===== src/rtl/cmp_share_ctrl.sv =====
// cmp_share_ctrl: round-robin sharing of one magnitude comparator among NUM_REQ requesters.
// Define CMP_SIGNED_EN to add the req_signed port for two's-complement compares.
module cmp_share_ctrl #(
  parameter int NUM_REQ = 3,
  parameter int WIDTH = 18,
  parameter int ID_W = $clog2(NUM_REQ)
) (
  input  logic                     clk,
  input  logic                     rst,
  input  logic [NUM_REQ-1:0]       req_valid,
  output logic [NUM_REQ-1:0]       req_ready,
  input  logic [NUM_REQ*WIDTH-1:0] req_a,
  input  logic [NUM_REQ*WIDTH-1:0] req_b,
`ifdef CMP_SIGNED_EN
  input  logic [NUM_REQ-1:0]       req_signed,
`endif
  output logic [WIDTH-1:0]         cmp_a,
  output logic [WIDTH-1:0]         cmp_b,
  input  logic                     cmp_gt,
  input  logic                     cmp_lt,
  input  logic                     cmp_eq,
  output logic                     rsp_valid,
  input  logic                     rsp_ready,
  output logic [ID_W-1:0]          rsp_id,
  output logic                     rsp_gt,
  output logic                     rsp_lt,
  output logic                     rsp_eq
);
  typedef enum logic [1:0] {IDLE, CMP, RESP} state_t;
  state_t state, state_next;
  logic [ID_W-1:0] rr_ptr, win;
  logic [NUM_REQ-1:0] rot;
  logic found;
  logic [WIDTH-1:0] flip;
  // rot[k] is the request k places after rr_ptr; scanning downward leaves the nearest one
  always_comb begin
    rot = NUM_REQ'({req_valid, req_valid} >> rr_ptr);
    win = '0;
    found = 1'b0;
    for (int i = NUM_REQ - 1; i >= 0; i--)
      if (rot[i]) begin
        win = ID_W'((int'(rr_ptr) + i) % NUM_REQ);
        found = 1'b1;
      end
  end
`ifdef CMP_SIGNED_EN
  // inverting the sign bits maps two's-complement order onto unsigned order
  assign flip = {req_signed[win], {(WIDTH-1){1'b0}}};
`else
  assign flip = '0;
`endif
  always_comb begin
    state_next = state;
    req_ready = '0;
    if (state == IDLE && found) begin
      state_next = CMP;
      req_ready[win] = 1'b1;
    end else if (state == CMP) state_next = RESP;
    else if (state == RESP && rsp_ready) state_next = IDLE;
  end
  always_ff @(posedge clk)
    if (rst) state <= IDLE;
    else state <= state_next;
  always_ff @(posedge clk)
    if (rst) begin
      rr_ptr <= '0;
      cmp_a <= '0;
      cmp_b <= '0;
      rsp_id <= '0;
      rsp_valid <= 1'b0;
      {rsp_gt, rsp_lt, rsp_eq} <= '0;
    end else begin
      if (state == IDLE && found) begin
        cmp_a <= req_a[win*WIDTH +: WIDTH] ^ flip;
        cmp_b <= req_b[win*WIDTH +: WIDTH] ^ flip;
        rsp_id <= win;
      end
      if (state == CMP) begin
        {rsp_gt, rsp_lt, rsp_eq} <= {cmp_gt, cmp_lt, cmp_eq};
        rsp_valid <= 1'b1;
      end
      if (state == RESP && rsp_ready) begin
        rsp_valid <= 1'b0;
        rr_ptr <= (rsp_id == ID_W'(NUM_REQ - 1)) ? '0 : rsp_id + 1'b1;
      end
    end
endmodule


===== config.mk =====
export PLATFORM = sky130hd
export DESIGN_NAME = cmp_share_ctrl
export DESIGN_NICKNAME = d
export VERILOG_FILES = /design/src/rtl/cmp_share_ctrl.sv
export SDC_FILE = /design/constraint.sdc
export NUM_CORES = 1
export LEC_CHECK = 0
export ABC_AREA = 1
export BUFFER_PORTS_ARGS = -buffer_cell sky130_fd_sc_hd__clkbuf_2
export CAP_MARGIN = 20
export CORE_MARGIN = 2
export CORE_UTILIZATION = 46
export DETAILED_ROUTE_END_ITERATION = 12
export PLACE_DENSITY = 0.88
export SLEW_MARGIN = 15
export SYNTH_ARGS = -nofsm -noshare
export SYNTH_HDL_FRONTEND = slang
export SYNTH_SLANG_ARGS = --single-unit

===== constraint.sdc =====
create_clock -name clk -period 2.2 [get_ports clk]
set_input_delay 0.11 -clock clk [delete_from_list [all_inputs] [get_ports clk]]
set_output_delay 0.11 -clock clk [all_outputs]
set_load 0.03 [all_outputs]

After elaboration in Yosys (flattened, before gate mapping)
Index checks and enable logic that the tools add are counted.
{ "classes": {"addsub": 3, "multipliers": 1, "n_div": 3, "magnitude_cmp": 2, "eq_ne": 3, "shift": 3, "muxes": 13, "n_reduce_logical": 8} }
{ "op_table": {"columns": ["operator", "n"], "rows": [
  ["$shiftx A54 B8 Y18", 2],
  ["$mod A32 B3 Y32 const B", 2],
  ["$mod A3 B3 Y32 const B", 1],
  ["$mux W2", 6],
  ["$mul A2 B4 Y6 const B", 1],
  ["$shr A6 B2 Y3", 1],
  ["$mux W1", 5],
  ["$eq A2 B2 Y1 const B", 2],
  ["$reduce_or A2 Y1", 2],
  ["$add A2 B1 Y3 const B", 1],
  ["$add A2 B2 Y3 const B", 1],
  ["$logic_and A1 B1 Y1", 3],
  ["$lt A2 B3 Y1 const B", 1],
  ["$mux W3", 1],
  ["$reduce_bool A3 Y1", 1],
  ["$add A2 B1 Y2 const B", 1],
  ["$demux W1 S2", 1],
  ["$eq A2 B1 Y1 const B", 1],
  ["$ge A2 B1 Y1 const B", 1],
  ["$logic_not A2 Y1", 1],
  ["$reduce_bool A2 Y1", 1]
]} }
{ "word_totals": {"reg_bits": 46, "in_bits": 117, "out_inout_bits": 45, "elab_cells": 46} }

Depth between registers and ports, before layout
Gate-level depths: netlist of the first run.
{ "logic_depth": {"ltp_word": 10, "depth_mapped": 15} }

Worst setup path after synthesis of the first run
Ideal clock, no wire load.
{ "synth_path": {"path_kind": "register to output", "from": "register rr_ptr[0]", "to": "output port req_ready[0]", "t_arrival_ps": 1753, "required_ps": 2090, "setup_slack_ps": 337, "stages_incl_launch_ff": 9, "cell_sequence": "dfxtp_1 > inv_2 > ha_1 > or2_1 > buf_6 > nand2_4 > buf_4 > nand2_1 > nor2_1"} }
{ "synth_between": {"elab_chain_len": 10} }
{ "synth_lines": {"columns": ["element", "line_no", "text"], "rows": [
  ["from (decl)", "31", "logic [ID_W-1:0] rr_ptr, win;"],
  ["from (signal assigned)", "84", "rr_ptr <= (rsp_id == ID_W'(NUM_REQ - 1)) ? '0 : rsp_id + 1'b1;"],
  ["$add A2 B2 Y3", "42", "win = ID_W'((int'(rr_ptr) + i) % NUM_REQ);"],
  ["$mod A32 B3 Y32", "42", null],
  ["$mux W2 (3 in a row)", "41", "if (rot[i]) begin"],
  ["$lt A2 B3 Y1 (implied by the code) or $ge A2 B1 Y1 (tied branches)", "57", "req_ready[win] = 1'b1;"],
  ["$logic_and A1 B1 Y1 (implied by the code)", "57", null],
  ["$mux W1 (implied by the code)", "57", null],
  ["$demux W1 S2", "57", null],
  ["$mux W3 (*)", "55", "if (state == IDLE && found) begin"],
  ["to (decl)", "11", "output logic [NUM_REQ-1:0] req_ready,"]
]} }
Every way passes the cells marked *; elsewhere a longest branch is shown, timed or not.

Worst setup path after layout of the first run
Same ends and word-level chain as after synthesis.

==> flow_summary.ini, run 1 <==
[outcome]
outcome = completed

[clock_network]
ctsHtreeMaxLevel = 2
cts_hold_buf = 0
cts_buffer_depth = 2
cts_buffers = 5
cts_resized = 0
cts_root_buffer = clkbuf_8
cts_tree = yes
clk_pin_slew_worst_paths_ps = 80
clk_latency_ps = 290
clock_sinks = 46
post_cts_buffers = 0

[min_path]
hp-start = cmp_eq
hold_path_class = input port to flip-flop
worstHoldPathCells = 3
whs_endpoint = rsp_eq

[synthesis]
synth_nets = 665
muxShareOfSynthArea_pct = 0
synth_compound_area_share_pct = 5.60
synth_area_leaders = dfxtp_1 29%, inv_1 13%, nand2_1 13%
synth_top_family_by_area = simple AND/OR/NAND/NOR gates
syn-mean-instance-area_um2 = 5.81
syn_area_um2 = 3170
synthDominantCellAreaShare_pct = 29.0
synth-simple-area-share_pct = 43.4
ys_seq_area_share_pct = 29.0
synth-xor-area-share_pct = 0
synth_top_cell_by_area = dfxtp_1
synth_cell_types = 29
yosysWarningCount = 0
synth_adder_area_share_pct = 0.789
ys_ff_latch = 46
netlist_instances = 546

[die]
start_util_pct = 47.2
io_pins = 162
core_um2 = 6720
row_count = 30
fp.dieArea_um2 = 7570
die_y_um = 87.0
die_x_um = 87.0

[placement]
placed_cell_area_um2 = 3970
routabilityCongestion = 0.865
place_inst = 769
dp_slack_ps = 338
dp_hpwl_mm = 6.82
port_buffers = 161

[pwr]
p_sw_share_pct = 42.1
switchingPower_mw = 1.15
vdd_drop_max_uv = 349
leakage_nw = 2.45
p_clk_share_pct = 17.9
intPower_mw = 1.58
seqPwrFrac_pct = 37.5
combPwrFrac_pct = 44.7
p_per_area_nw_per_um2 = 671

[timing]
hold_viol_final = 0
rsz0062_at_grt = no
period_minus_slack_ps = 2060
clock_skew_ps = 7.62
setup_viol = 0
max_freq_mhz = 486
worst_pin_slew_ps = 729
whs_ps = 43.9
slew_headroom_pct = 51.0
fin_crit_sh_pct = 93.6
fin_tns_setup_ps = 0
fin_ws_ps = 141
drv_slew = 0

[worst_setup_path]
crit_path_end_kind = output pin
path_max_fanout = 22
path_delay_family = buffers and inverters
reg2regPathDepth = 12
r2r_setup_slack_ps = 400
slowest_delay_ps = 380
worstPathArrival_ps = 1950
r2r-start = rr_ptr[0]
crit_chain = inv_2, ha_1, nand3_1, nand2_1, inv_1, a21oi_4, buf_4, nor2_1, clkbuf_2
cp.required_ps = 2090
crit_type = flip-flop to output pin
crit_path_start_kind = flip-flop
rr_endpoint = cmp_b[11]
path_buf_inv = 4
cp_slowest_cell = dfxtp_2

[global_route]
met3_usage_pct = 3.89
grt_max_degree = 41
grt-ovfl-total = 0
met1_usage_pct = 26.8
grt_antenna_before_repair = 0
grt_pass1_vias = 3299
grt_pass1_wl_mm = 14.2
grt.total_usage_pct = 23.1
gr-usage-met2_pct = 43.1
busiest_layer = met2

[detailed_routing]
drc_errors = 0
drt_iter0_drc = 147
ant_nets = 0
via_per_inst = 4.92
wl_per_cell_um = 11.5
num_vias = 3818
routed_wl_mm = 8.89
drt_pass1_iterations = 4

[layout]
fin_nets = 815
mostFrequentLayoutCells = 160 x clkbuf_2, 113 x inv_1, 108 x nand2_1
n_antenna_cell = 0
drive_above_1_share_pct = 27.9
fin_cells = 776
area_delta_synth_final_pct = 28.0
fin_area_um2 = 4060
final_common_cell = clkbuf_2

[flow_run]
maxCapViolations = 0
power by group through the flow:
stage          Combinational [mW]  Clock [mW]  Sequential [mW]
6_report                     1.22       0.486             1.02
2_1_floorplan               0.663           0             1.25
4_1_cts                      1.21       0.501             1.02
3_5_place_dp                 1.21           0             1.04
3_3_place_gp                 1.19           0             1.04
5_1_grt                      1.35       0.546             1.03
logic make-up after synthesis:
kind of cell | count (synthesis)
AOI/OAI and AO/OA | 29
adders and majority gates | 2
buffers and inverters | 149
DFF | 46
and+or+nand+nor | 320
registers in the layout, indices dropped and copies added, names as in the netlist:
register,count
rsp_id,2
cmp_a,18
cmp_b,18
rsp_gt,1
rsp_lt,1
rsp_eq,1
state,2
rsp_valid,1
rr_ptr,2
metal layers:
| metal | up-vias | wire length, um |
|---|---|---|
| met5 | - | 0 |
| met4 | 0 | 120 |
| met3 | 11 | 704 |
| met2 | 178 | 4300 |
| met1 | 1677 | 3770 |
| li1 | 1952 | - |
metrics by stage:
stage               util [%]  total power, mW
CTS                     60.2             2.73
detailed placement      59.0             2.25
global route            60.4             2.93
floorplan                  -             1.91
global placement        59.0             2.22
finish                  60.4             2.72
final cells by class:
class	instances	area, um^2
clock buffers	5	68.8
well taps	80	100
flip-flops and latches	46	922
multi-input cells	351	1590
repair buffers	174	920
clock inverters	2	10.0
fillers	659	2660
inverters	118	445
worst reg2reg max path, stage by stage, from the launching register on:
cell	delay, ps
dfxtp_2	380
inv_2	70
ha_1	300
nand3_1	90
nand2_1	70
inv_1	60
a21oi_4	120
buf_4	270
nand2_1	100
nand3_1	70
nand3_1	70
nand2_1	70
inv_1	30
worst max path at each step:
stage / start / end / cells after the start
after global routing: rr_ptr[0] / req_ready[2] / 11
final: rr_ptr[0] / req_ready[0] / 9
after floorplan: rr_ptr[0] / req_ready[0] / 8
after global placement: rr_ptr[0] / cmp_b[16] / 12
after detailed placement: rr_ptr[0] / cmp_b[11] / 12
after CTS: rr_ptr[0] / req_ready[2] / 9
synthesized netlist by cell type (all sizes together):
cell and number:
nand2 112, o22ai 2, nor3 1, o31ai 1, or2 2, nor2 106, nand3 78, ha 2
buf 25, or3 1, clkinv 1, clkbuf 6, nand4 20, a21oi 20, o211ai 2, o21ai 4
inv 117, dfxtp 46
Note: power is estimated with default switching activity, not from simulation.
==> inputs of run 2 (changes only) <==
--- a/config.mk
+++ b/config.mk
@@ -11,6 +11,7 @@
 export CORE_MARGIN = 2
 export CORE_UTILIZATION = 46
 export DETAILED_ROUTE_END_ITERATION = 12
+export GPL_TIMING_DRIVEN = 0
 export PLACE_DENSITY = 0.88
 export SLEW_MARGIN = 15
 export SYNTH_ARGS = -nofsm -noshare
==> flow_summary.ini, run 2 (synthesis results as in run 1) <==
[outcome]
outcome = completed

[placement]
port_buffers = 161
dp_hpwl_mm = 7.60
dp_slack_ps = 149
place_inst = 787
routabilityCongestion = 0.914

[worst_setup_path]
cp.required_ps = 2090
crit_path_start_kind = flip-flop
cpMostUsedCell = nand2_1
slowest_delay_ps = 380
worstPathArrival_ps = 1990
crit_path_end_kind = output pin
path_max_fanout = 10
crit_chain = inv_2, nand2_1, nand3_1, nand2_1, nand3_2, nand3_1, nand2_1, buf_6, buf_6, nor2_2, buf_4
cp_slowest_cell = dfxtp_2
crit_type = flip-flop to output pin

[clock_network]
clock_sinks = 46
cts_root_buffer = clkbuf_8
cts_tree = yes
cts_hold_buf = 0
clk_latency_ps = 300
clk_pin_slew_worst_paths_ps = 90
ctsHtreeMaxLevel = 2
cts_buffers = 5
cts_buffer_depth = 2

[timing]
period_minus_slack_ps = 2100
drv_slew = 0
clock_skew_ps = 9.42
fin_ws_ps = 101
setup_viol = 0
max_freq_mhz = 476
worst_pin_slew_ps = 538
whs_ps = 37.1
hold_viol_final = 0
slew_headroom_pct = 64.1
fin_crit_sh_pct = 95.4

[layout]
final_common_cell = clkbuf_2
mostFrequentLayoutCells = 158 x clkbuf_2, 114 x inv_1, 108 x nand2_1
fin_cells = 797
n_antenna_cell = 0
area_delta_synth_final_pct = 33.9
fin_nets = 835
final_core_util_pct = 63.2
drive_above_1_share_pct = 29.1
reg_top3 = cmp_a (18), cmp_b (18)

[die]
start_util_pct = 47.2
fp.dieArea_um2 = 7570
die_y_um = 87.0
die_x_um = 87.0
row_count = 30
io_pins = 162
core_um2 = 6720

[detailed_routing]
drc_errors = 0
wl_per_cell_um = 12.3
routed_wl_mm = 9.82
ant_nets = 0
drt_iter0_drc = 180
num_vias = 3930
drt_pass1_iterations = 5
via_per_inst = 4.93

[flow_run]
maxCapViolations = 0

[min_path]
hold_path_class = input port to flip-flop

[global_route]
grt_pass1_vias = 3504
grt-ovfl-total = 0
grt.total_usage_pct = 24.9
grt_max_degree = 15
grt_antenna_before_repair = 0
grt_pass1_wl_mm = 15.2

[pwr]
vdd_drop_max_uv = 502
total_power_mw = 2.97
p_per_area_nw_per_um2 = 700
leakage_nw = 2.54
-- run 2: cell types whose count changed in the layout (fill, tap and decap cells not counted), moves of 2 or more --
cell,before,now
clkbuf_1,0,7
nor2_1,105,103
clkinv_2,2,0
clkbuf_2,160,158
clkbuf_4,0,2
buf_6,1,11
nand2_4,0,2
nor2_2,1,3
buf_1,0,3
-- run 2: where the power goes --
| part | internal [mW] | leakage (nW) | switching (mW) |
|---|---|---|---|
| sequential | 0.951 | 0.381 | 0.0708 |
| clock | 0.340 | 0.0514 | 0.301 |
| combinational | 0.465 | 2.11 | 0.845 |
| total | 1.75 | 2.54 | 1.22 |
-- run 2: final timing paths --
check	start	endpoint	slack, ps	cells past startpoint
max	rr_ptr[0]	req_ready[1]	100	11
min	cmp_gt	rsp_gt	40	3
max reg2reg	rr_ptr[0]	cmp_b[13]	220	13
min reg2reg	rsp_valid	rsp_valid	500	2
-- run 2: through the flow --
step / area (um^2) / setup TNS (ps)
after floorplan: 3170 / 0
after global placement: 4080 / 0
after detailed placement: 4080 / 0
after CTS: 4210 / 0
after global routing: 4250 / -21.6
final: 4250 / 0
-- run 2: layout make-up --
class                   count  area (um^2)
clock buffers               6         72.6
flip-flops and latches     46          923
multi-input cells         351         1600
plain buffers              31          235
repair buffers            163          828
clock inverters             2         37.5
fillers                   645         2470
well taps                  80          100
inverters                 118          445
-- run 2: routing by layer --
metal,part of all wire [%],wire length (um),track usage (%),up-vias
li1,-,-,-,1998
met4,1.8,176,9.94,0
met5,0,0,0,-
met1,40,3970,28.8,1722
met3,9.0,882,5.12,18
met2,49,4790,44.6,192
-- run 2: repair_timing --
action | in CTS | in global routing
gates cloned | 0 | 0
resized for setup | 6 | 13
endpoints found under the setup margin | 2 | 3
pin swaps | 1 | 1
buffers inserted | 1 | 1
-- run 2: worst max-delay path, delay by kind of cell, from the launching register on --
kind | cells | cell delay [ps]
buffers and inverters | 4 | 530
DFF | 1 | 380
and+or+nand+nor | 7 | 770
